### src/rtl/div5_iter_ctrl_if.sv
// Handshake bundle for the iterative divide-by-5 unit: dividend request
// channel, result channel and the busy indicator.
interface div5_iter_ctrl_if #(
    parameter int WIDTH = 64
);
    logic             in_valid;
    logic             in_ready;
    logic [WIDTH-1:0] in_data;
    logic             out_valid;
    logic             out_ready;
    logic [WIDTH-1:0] out_quot;
    logic [2:0]       out_rem;
    logic             busy;

    modport master (
        output in_valid,
        output in_data,
        output out_ready,
        input  in_ready,
        input  out_valid,
        input  out_quot,
        input  out_rem,
        input  busy
    );

    modport slave (
        input  in_valid,
        input  in_data,
        input  out_ready,
        output in_ready,
        output out_valid,
        output out_quot,
        output out_rem,
        output busy
    );
endinterface

### src/rtl/div5_iter_ctrl.sv
// Sequential divide-by-5: one radix-8 digit-recurrence step per clock.
// Each step folds the running remainder (0..4) with the next three dividend
// bits, emitting a quotient digit and a new remainder. All outputs come
// straight from registers, so no input reaches an output combinationally.
module div5_iter_ctrl #(
    parameter int WIDTH = 64
) (
    input  logic           clk,
    input  logic           rst_n,
    div5_iter_ctrl_if.slave bus
);
    localparam int STEPS = (WIDTH + 2) / 3;
    localparam int SRW   = 3 * STEPS;
    localparam int CW    = $clog2(STEPS + 1);

    localparam logic [1:0] S_IDLE = 2'd0;
    localparam logic [1:0] S_RUN  = 2'd1;
    localparam logic [1:0] S_DONE = 2'd2;

    logic [1:0]       r_state;
    logic [SRW-1:0]   r_shiftReg;
    logic [WIDTH-1:0] r_quot;
    logic [2:0]       r_rem;
    logic [CW-1:0]    r_count;

    logic [5:0]       w_stepVal;
    logic [2:0]       w_digit;
    logic [2:0]       w_remNext;
    logic             w_lastStep;

    // The partial value never exceeds 4*8+7 = 39, so the digit fits in 3 bits.
    assign w_stepVal  = {r_rem, r_shiftReg[SRW-1 -: 3]};
    assign w_digit    = 3'(w_stepVal / 6'd5);
    assign w_remNext  = 3'(w_stepVal % 6'd5);
    assign w_lastStep = (r_count == CW'(STEPS - 1));

    // Control FSM and datapath: capture in IDLE, one digit per edge in RUN,
    // hold the result in DONE until the consumer takes it.
    always_ff @(posedge clk) begin
        if (!rst_n) begin
            r_state    <= S_IDLE;
            r_shiftReg <= '0;
            r_quot     <= '0;
            r_rem      <= '0;
            r_count    <= '0;
        end else begin
            case (r_state)
                S_IDLE: begin
                    if (bus.in_valid) begin
                        r_shiftReg <= SRW'(bus.in_data);
                        r_quot     <= '0;
                        r_rem      <= '0;
                        r_count    <= '0;
                        r_state    <= S_RUN;
                    end
                end
                S_RUN: begin
                    r_shiftReg <= r_shiftReg << 3;
                    r_quot     <= WIDTH'({r_quot, w_digit});
                    r_rem      <= w_remNext;
                    r_count    <= r_count + CW'(1);
                    if (w_lastStep) begin
                        r_state <= S_DONE;
                    end
                end
                S_DONE: begin
                    if (bus.out_ready) begin
                        r_state <= S_IDLE;
                    end
                end
                default: begin
                    r_state <= S_IDLE;
                end
            endcase
        end
    end

    assign bus.in_ready  = (r_state == S_IDLE);
    assign bus.out_valid = (r_state == S_DONE);
    assign bus.busy      = (r_state != S_IDLE);
    assign bus.out_quot  = r_quot;
    assign bus.out_rem   = r_rem;

    // A remainder of 5 or more would make every later digit wrong.
    a_remRange: assert property (@(posedge clk) r_rem < 3'd5);

endmodule

### src/flat_wrapper.sv
// flat-port wrapper written by rule: the top's interface ports become plain ports
module div5_iter_ctrl_flat 
#(
    parameter int WIDTH = 64
)
  (clk, rst_n, bus_in_valid, bus_in_data, bus_out_ready, bus_in_ready, bus_out_valid, bus_out_quot, bus_out_rem, bus_busy);
  div5_iter_ctrl_if #(.WIDTH(WIDTH)) bus_i ();
  input  logic clk;
  input  logic rst_n;
  input wire logic [$bits(bus_i.in_valid)-1:0] bus_in_valid;
  input wire logic [$bits(bus_i.in_data)-1:0] bus_in_data;
  input wire logic [$bits(bus_i.out_ready)-1:0] bus_out_ready;
  output wire logic [$bits(bus_i.in_ready)-1:0] bus_in_ready;
  output wire logic [$bits(bus_i.out_valid)-1:0] bus_out_valid;
  output wire logic [$bits(bus_i.out_quot)-1:0] bus_out_quot;
  output wire logic [$bits(bus_i.out_rem)-1:0] bus_out_rem;
  output wire logic [$bits(bus_i.busy)-1:0] bus_busy;
  assign bus_i.in_valid = bus_in_valid;
  assign bus_i.in_data = bus_in_data;
  assign bus_i.out_ready = bus_out_ready;
  assign bus_in_ready = bus_i.in_ready;
  assign bus_out_valid = bus_i.out_valid;
  assign bus_out_quot = bus_i.out_quot;
  assign bus_out_rem = bus_i.out_rem;
  assign bus_busy = bus_i.busy;
  div5_iter_ctrl #(.WIDTH(WIDTH)) u_core (.clk(clk), .rst_n(rst_n), .bus(bus_i));
endmodule
### config.mk
export PLATFORM = sky130hd
export DESIGN_NAME = div5_iter_ctrl_flat
export DESIGN_NICKNAME = d
export VERILOG_FILES = /design/src/rtl/div5_iter_ctrl_if.sv /design/src/rtl/div5_iter_ctrl.sv /design/src/flat_wrapper.sv
export SDC_FILE = /design/constraint.sdc
export NUM_CORES = 1
export LEC_CHECK = 0
export CORE_ASPECT_RATIO = 0.75
export CORE_MARGIN = 4
export CORE_UTILIZATION = 30
export CTS_CLUSTER_SIZE = 40
export DETAILED_ROUTE_END_ITERATION = 16
export PLACE_DENSITY_LB_ADDON = 0.1
export SLEW_MARGIN = 20
export SYNTH_ARGS = -nofsm -noshare
export SYNTH_HDL_FRONTEND = slang
export SYNTH_SLANG_ARGS = --single-unit
export TNS_END_PERCENT = 5
### constraint.sdc
create_clock -name clk -period 9.1 [get_ports clk]
set_input_delay 1.82 -clock clk [delete_from_list [all_inputs] [get_ports clk]]
set_output_delay 1.82 -clock clk [all_outputs]
set_load 0.01 [all_outputs]
## Word level (Yosys, flattened, before mapping)

Index checks and enable logic that the tools add are counted.

- $add $sub $neg: 1
- Divide/modulo/power cells: 2
- Eq/ne operators: 6
- Multiplexer cells: 12
- Reduce and logical (&&, ||, !) cells: 5

Operator list:

| operator | number |
|---|---|
| one-hot mux 66 bit (2 select lines) | 1 |
| one-hot mux 64 bit (2 select lines) | 1 |
| 2-to-1 mux 66 bit | 1 |
| 2-to-1 mux 64 bit | 1 |
| one-hot mux 5 bit (2 select lines) | 1 |
| divider 6 x 3 -> 6 bit, second input constant | 1 |
| modulo 6 x 3 -> 6 bit, second input constant | 1 |
| 2-to-1 mux 2 bit | 3 |
| one-hot mux 2 bit (3 select lines) | 1 |
| one-hot mux 3 bit (2 select lines) | 1 |
| adder 5 x 1 -> 5 bit, second input constant | 1 |
| equality test 5 bit, second input constant | 1 |
| 2-to-1 mux 5 bit | 1 |
| != test 2 bit, second input constant | 2 |
| nonzero test 2 bit | 2 |
| 2-to-1 mux 3 bit | 1 |
| AND reduction 3 bit | 1 |
| equality test 2 x 1 -> 1 bit, second input constant | 1 |
| equality test 2 bit, second input constant | 1 |
| logical NOT 2 bit | 1 |
| != test 2 x 1 -> 1 bit, second input constant | 1 |
| AND reduction 2 bit | 1 |

- Register bits after elaboration: 140
- Input port bits: 68
- Word-level logic and storage cells: 31

## Longest topological paths before layout

- Depth after elaboration: 3
- Depth in mapped cells: 17
- Mapped depth without buffers: 15

## Worst setup path after synthesis

Ideal clock, no wire load.

- Path type: register -> register
- Start point: reg u_core.r_rem[0], in the netlist u_core.bus.out_rem[0]
- End point: reg u_core.r_rem[1], in the netlist u_core.bus.out_rem[1]
- Library setup time: 0.074 ns
- Data arrival time: 3.459 ns
- Required time: 9.026 ns
- Setup slack: 5.567 ns
- Stages on the path, launching flop included: 16
- Period minus slack after synthesis: 3.533 ns
- Path through: dfxtp_1 > clkbuf_1 > inv_1 > ha_1 > a221oi_2 > buf_4 > o22ai_1 > a211oi_1 > ha_1 > inv_1 > nor2_1 > o22ai_1 > o211a_1 > nor4_2 > mux2_2 > o21ai_0

- Longest elaborated chain between the ends: 2

RTL lines:

| item | RTL line | text |
|---|---|---|
| start: declaration | div5_iter_ctrl.sv:23 | `logic [2:0] r_rem;` |
| start signal: assignment | div5_iter_ctrl.sv:60 | `r_rem <= w_remNext;` |
| modulo 6 x 3 -> 6 bit | div5_iter_ctrl.sv:34 | `assign w_remNext = 3'(w_stepVal % 6'd5);` |
| one-hot mux 3 bit (2 select lines) | div5_iter_ctrl.sv:47 | `case (r_state)` |

No other way between the ends.
A chain may end at the register's enable or synchronous reset.

## Worst setup path after layout

Ends and elaborated chain as after synthesis.

==> summary.md <==
| Metric | Value |
|---|---|
| Cell Area, Synth | `around 6400 um2` |
| RSZ-0062 raised after global routing | `no` |
| Die extent in y | `134 um` |
| CP startpoint kind | `flop` |
| Worst skew pair latency | `410 ps` |
| TritonRoute pass-1 iters | `5` |
| Post-Syn Instances | `709` |
| H-tree depth | `4` |
| Tcrit/Tclk final | `46.1%` |
| Hold Crit Class | `flop to flop` |
| Net count reported at finish | `875` |
| Share of layout cells above drive strength 1 | `14.1%` |
| Number of vias per cell | `5.09` |
| CTS tree | `built` |
| Syn Nets | `between 700 and 800` |
| Vias | `5578` |
| Crit Path Max Fanout | `13` |
| Critical Path AT | `4530 ps` |
| Cts-stage hold buffer count | `0` |
| Hold Violations, Final | `0` |
| Final setup violation count | `0` |
| Total Wirelength | `about 18 mm` |
| Die area | `around 24000 um2` |
| Crit path kind | `flop to flop` |
| Top-level port count | `138` |
| Slew Limit Fails | `0` |
| Largest net degree at the start of global routing | `roughly 130` |
| Placed Area | `7890 um2` |
| Fmax | `0.239 GHz` |
| Antenna viol nets, final | `0` |
| CP Capture Type | `flop` |
| Clk sinks | `140` |
| # rows | `45` |
| DP HPWL | `11.1 mm` |
| Clk_skew | `6.81 ps` |
| YS warnings | `0` |
| Ant. Diodes | `0` |
| Status | `completed` |
| Final min period | `4190 ps` |
| Vias in the first global route | `5413` |
| Average size of a mapped cell | `8.99 um2` |
| Gates resized, CTS repair | `0` |
| Core area | `20600 um2` |
| Worst slew margin | `40.8%` |
| Clock buffer count from CTS | `17` |
| Biggest area consumer among synthesized cells | `dfxtp_1` |
| Iteration-0 DRC Markers | `368` |
| DIE WIDTH | `176 um` |
| Sequential share of the synthesized area | `44.0%` |
| Setup Buffers After CTS | `0` |
| Yosys cell types | `47` |
| Max-cap violations | `0` |
| Clock transition at path regs | `approximately 60 ps` |
| Total leakage power | `around 3 nW` |
| Prevailing post-synth register cell | `dfxtp_1` |
| Worst EP required | `9440 ps` |
| Final setup TNS | `0 ps` |
| Area overhead of the layout relative to synthesis | `33.7%` |
| Global route overflow | `0` |
| First-pass GRT wire length | `28.7 mm` |
| Tightest Pin Transition | `885 ps` |
| Post-synth top area share | `44.0%` |
| All-Layer GR Usage | `between 10% and 20%` |
| Number of synthesized flops with an enable pin | `0` |
| Clk root buf | `clkbuf_16` |
| Routed len/inst | `around 16 um` |
| Placer Congestion | `0.838` |
| Initial core utilization | `31.0%` |
| FF+latch count, synth | `140` |
| Maximum clock path buffer count | `2` |
| Initial antenna violation count | `0` |
| PortBufs | `between 100 and 150` |
| Synth area leaders | `dfxtp_1, nor2b_1, o221a_2` |
| FFs w/ async S/R, synth | `0%` |
| PwrDens | `~190 nW/um2` |
| VDD IR max | `approximately 0.095 mV` |
| Final Instance Area | `around 8500 um2` |
| DRC viols | `0` |
==> cell usage in the layout, fill, tap and decap left out, types with 2 or more instances in the layout <==
cell type	synthesis	final
clkbuf_16	0	17
a32oi_1	3	3
inv_1	7	7
buf_4	2	7
a22oi_1	63	63
clkinv_4	0	2
o221a_2	61	61
nand4_1	3	3
clkinv_2	0	2
ha_1	6	6
clkinvlp_4	0	2
a2111oi_2	2	2
a211oi_1	4	4
o211ai_1	6	6
clkinv_1	2	2
a31oi_1	2	2
o21a_1	2	2
nor2b_1	134	133
bufinv_16	0	4
inv_6	0	3
nand2b_1	3	3
nand2_1	6	6
and2_1	2	2
dfxtp_1	140	138
or2_2	3	3
nand3_1	8	8
o21ai_0	9	9
and3_1	2	2
o22ai_1	3	3
clkdlybuf4s50_1	0	135
a221o_1	2	2
nor2_1	75	74
a21oi_1	72	72
==> through the flow <==
stage / hold WS, ps / total power [mW] / worst slack, ps / instances / utilization, %
6_report: 520 / 1.58 / 4910 / 1096 / 41.5
5_1_grt: 547 / 1.65 / 4510 / 1096 / 41.5
4_1_cts: 526 / 1.60 / 4730 / 1096 / 41.5
3_5_place_dp: 509 / 0.851 / 4930 / 1064 / 38.4
3_3_place_gp: 487 / 0.848 / 4960 / 1064 / 38.4
2_1_floorplan: 474 / 0.788 / 5570 / 709 / -
==> cells by family (layout without fill, tap and decap cells) <==
| group | count (synthesis) | count (layout) | synth area share (%) |
|---|---|---|---|
| flip-flops | 140 | 140 | 44.0 |
| AND/OR/NAND/NOR | 242 | 242 | 20.7 |
| AO/OA/AOI/OAI | 239 | 239 | 29.0 |
| buffers and inverters | 80 | 185 | 4.85 |
| adder cells (fa/ha/maj) | 6 | 6 | 1.18 |
| multiplexers | 1 | 1 | 0.177 |
| XOR/XNOR | 1 | 1 | 0.137 |
==> routing by layer <==
metal,vias to the layer above,global-route usage [%],part of all wire [%]
li1,2764,-,-
met1,2692,21.0,48
met2,110,22.1,46
met3,12,3.78,4.5
met4,0,3.99,0.87
met5,-,0,0
==> flip-flops by register name, summed over array words and instances, names as in the netlist <==
name / cells
u_core.bus.out_quot: 64
u_core.bus.out_rem: 3
u_core.r_count: 5
u_core.r_state: 2
u_core.r_shiftReg: 66
==> path summary, 6_finish.rpt <==
check / from / endpoint / slack (ps) / cells after the start
worst min register to register: u_core.r_shiftReg[0] / u_core.r_shiftReg[0] / 520 / 2
worst max register to register: u_core.bus.out_rem[0] / u_core.bus.out_rem[1] / 4910 / 12
worst max-delay path: u_core.bus.out_rem[0] / u_core.bus.out_rem[1] / 4910 / 12
worst min-delay path: u_core.r_shiftReg[0] / u_core.r_shiftReg[0] / 520 / 2
==> where the power goes <==
| group | internal [mW] | total (mW) | switching, mW | leakage [nW] |
|---|---|---|---|---|
| combinational | 0.0896 | 0.179 | 0.0890 | 1.56 |
| clock | 0.469 | 0.743 | 0.274 | 0.304 |
| sequential | 0.640 | 0.659 | 0.0181 | 1.15 |
==> cells in the mapped netlist, types with 2 or more instances <==
master	count
a32oi_1	3
nand2_1	6
o21ai_0	9
ha_1	6
clkbuf_1	63
a211oi_1	4
o22ai_1	3
o211ai_1	6
buf_4	2
nand3_1	8
buf_1	5
a221o_1	2
nand2b_1	3
inv_1	7
dfxtp_1	140
and3_1	2
nor2_1	75
a31oi_1	2
a22oi_1	63
and2_1	2
a21oi_1	72
nand4_1	3
o21a_1	2
nor2b_1	134
a2111oi_2	2
clkinv_1	2
o221a_2	61
or2_2	3
==> worst max-delay path: stages (launching register included) <==
cell      delay, ps
dfxtp_1         570
or4b_4          530
o211ai_1        730
o22ai_1         180
a211oi_1        400
ha_1            260
inv_1            60
nor2_1          170
o22ai_1         110
o211a_1         170
nor4_2          410
mux2_2          400
o21ai_0         130
==> layout make-up <==
| class | count | area (um2) |
|---|---|---|
| sequential | 140 | 2810 |
| timing repair buffer | 144 | 1420 |
| inverter | 9 | 33.8 |
| clock buffer | 19 | 443 |
| multi-input combinational | 489 | 3280 |
| clock inverter | 13 | 189 |
| fill | 2001 | 12000 |
| tap | 282 | 353 |
Note: power is estimated with default switching activity, not from simulation.
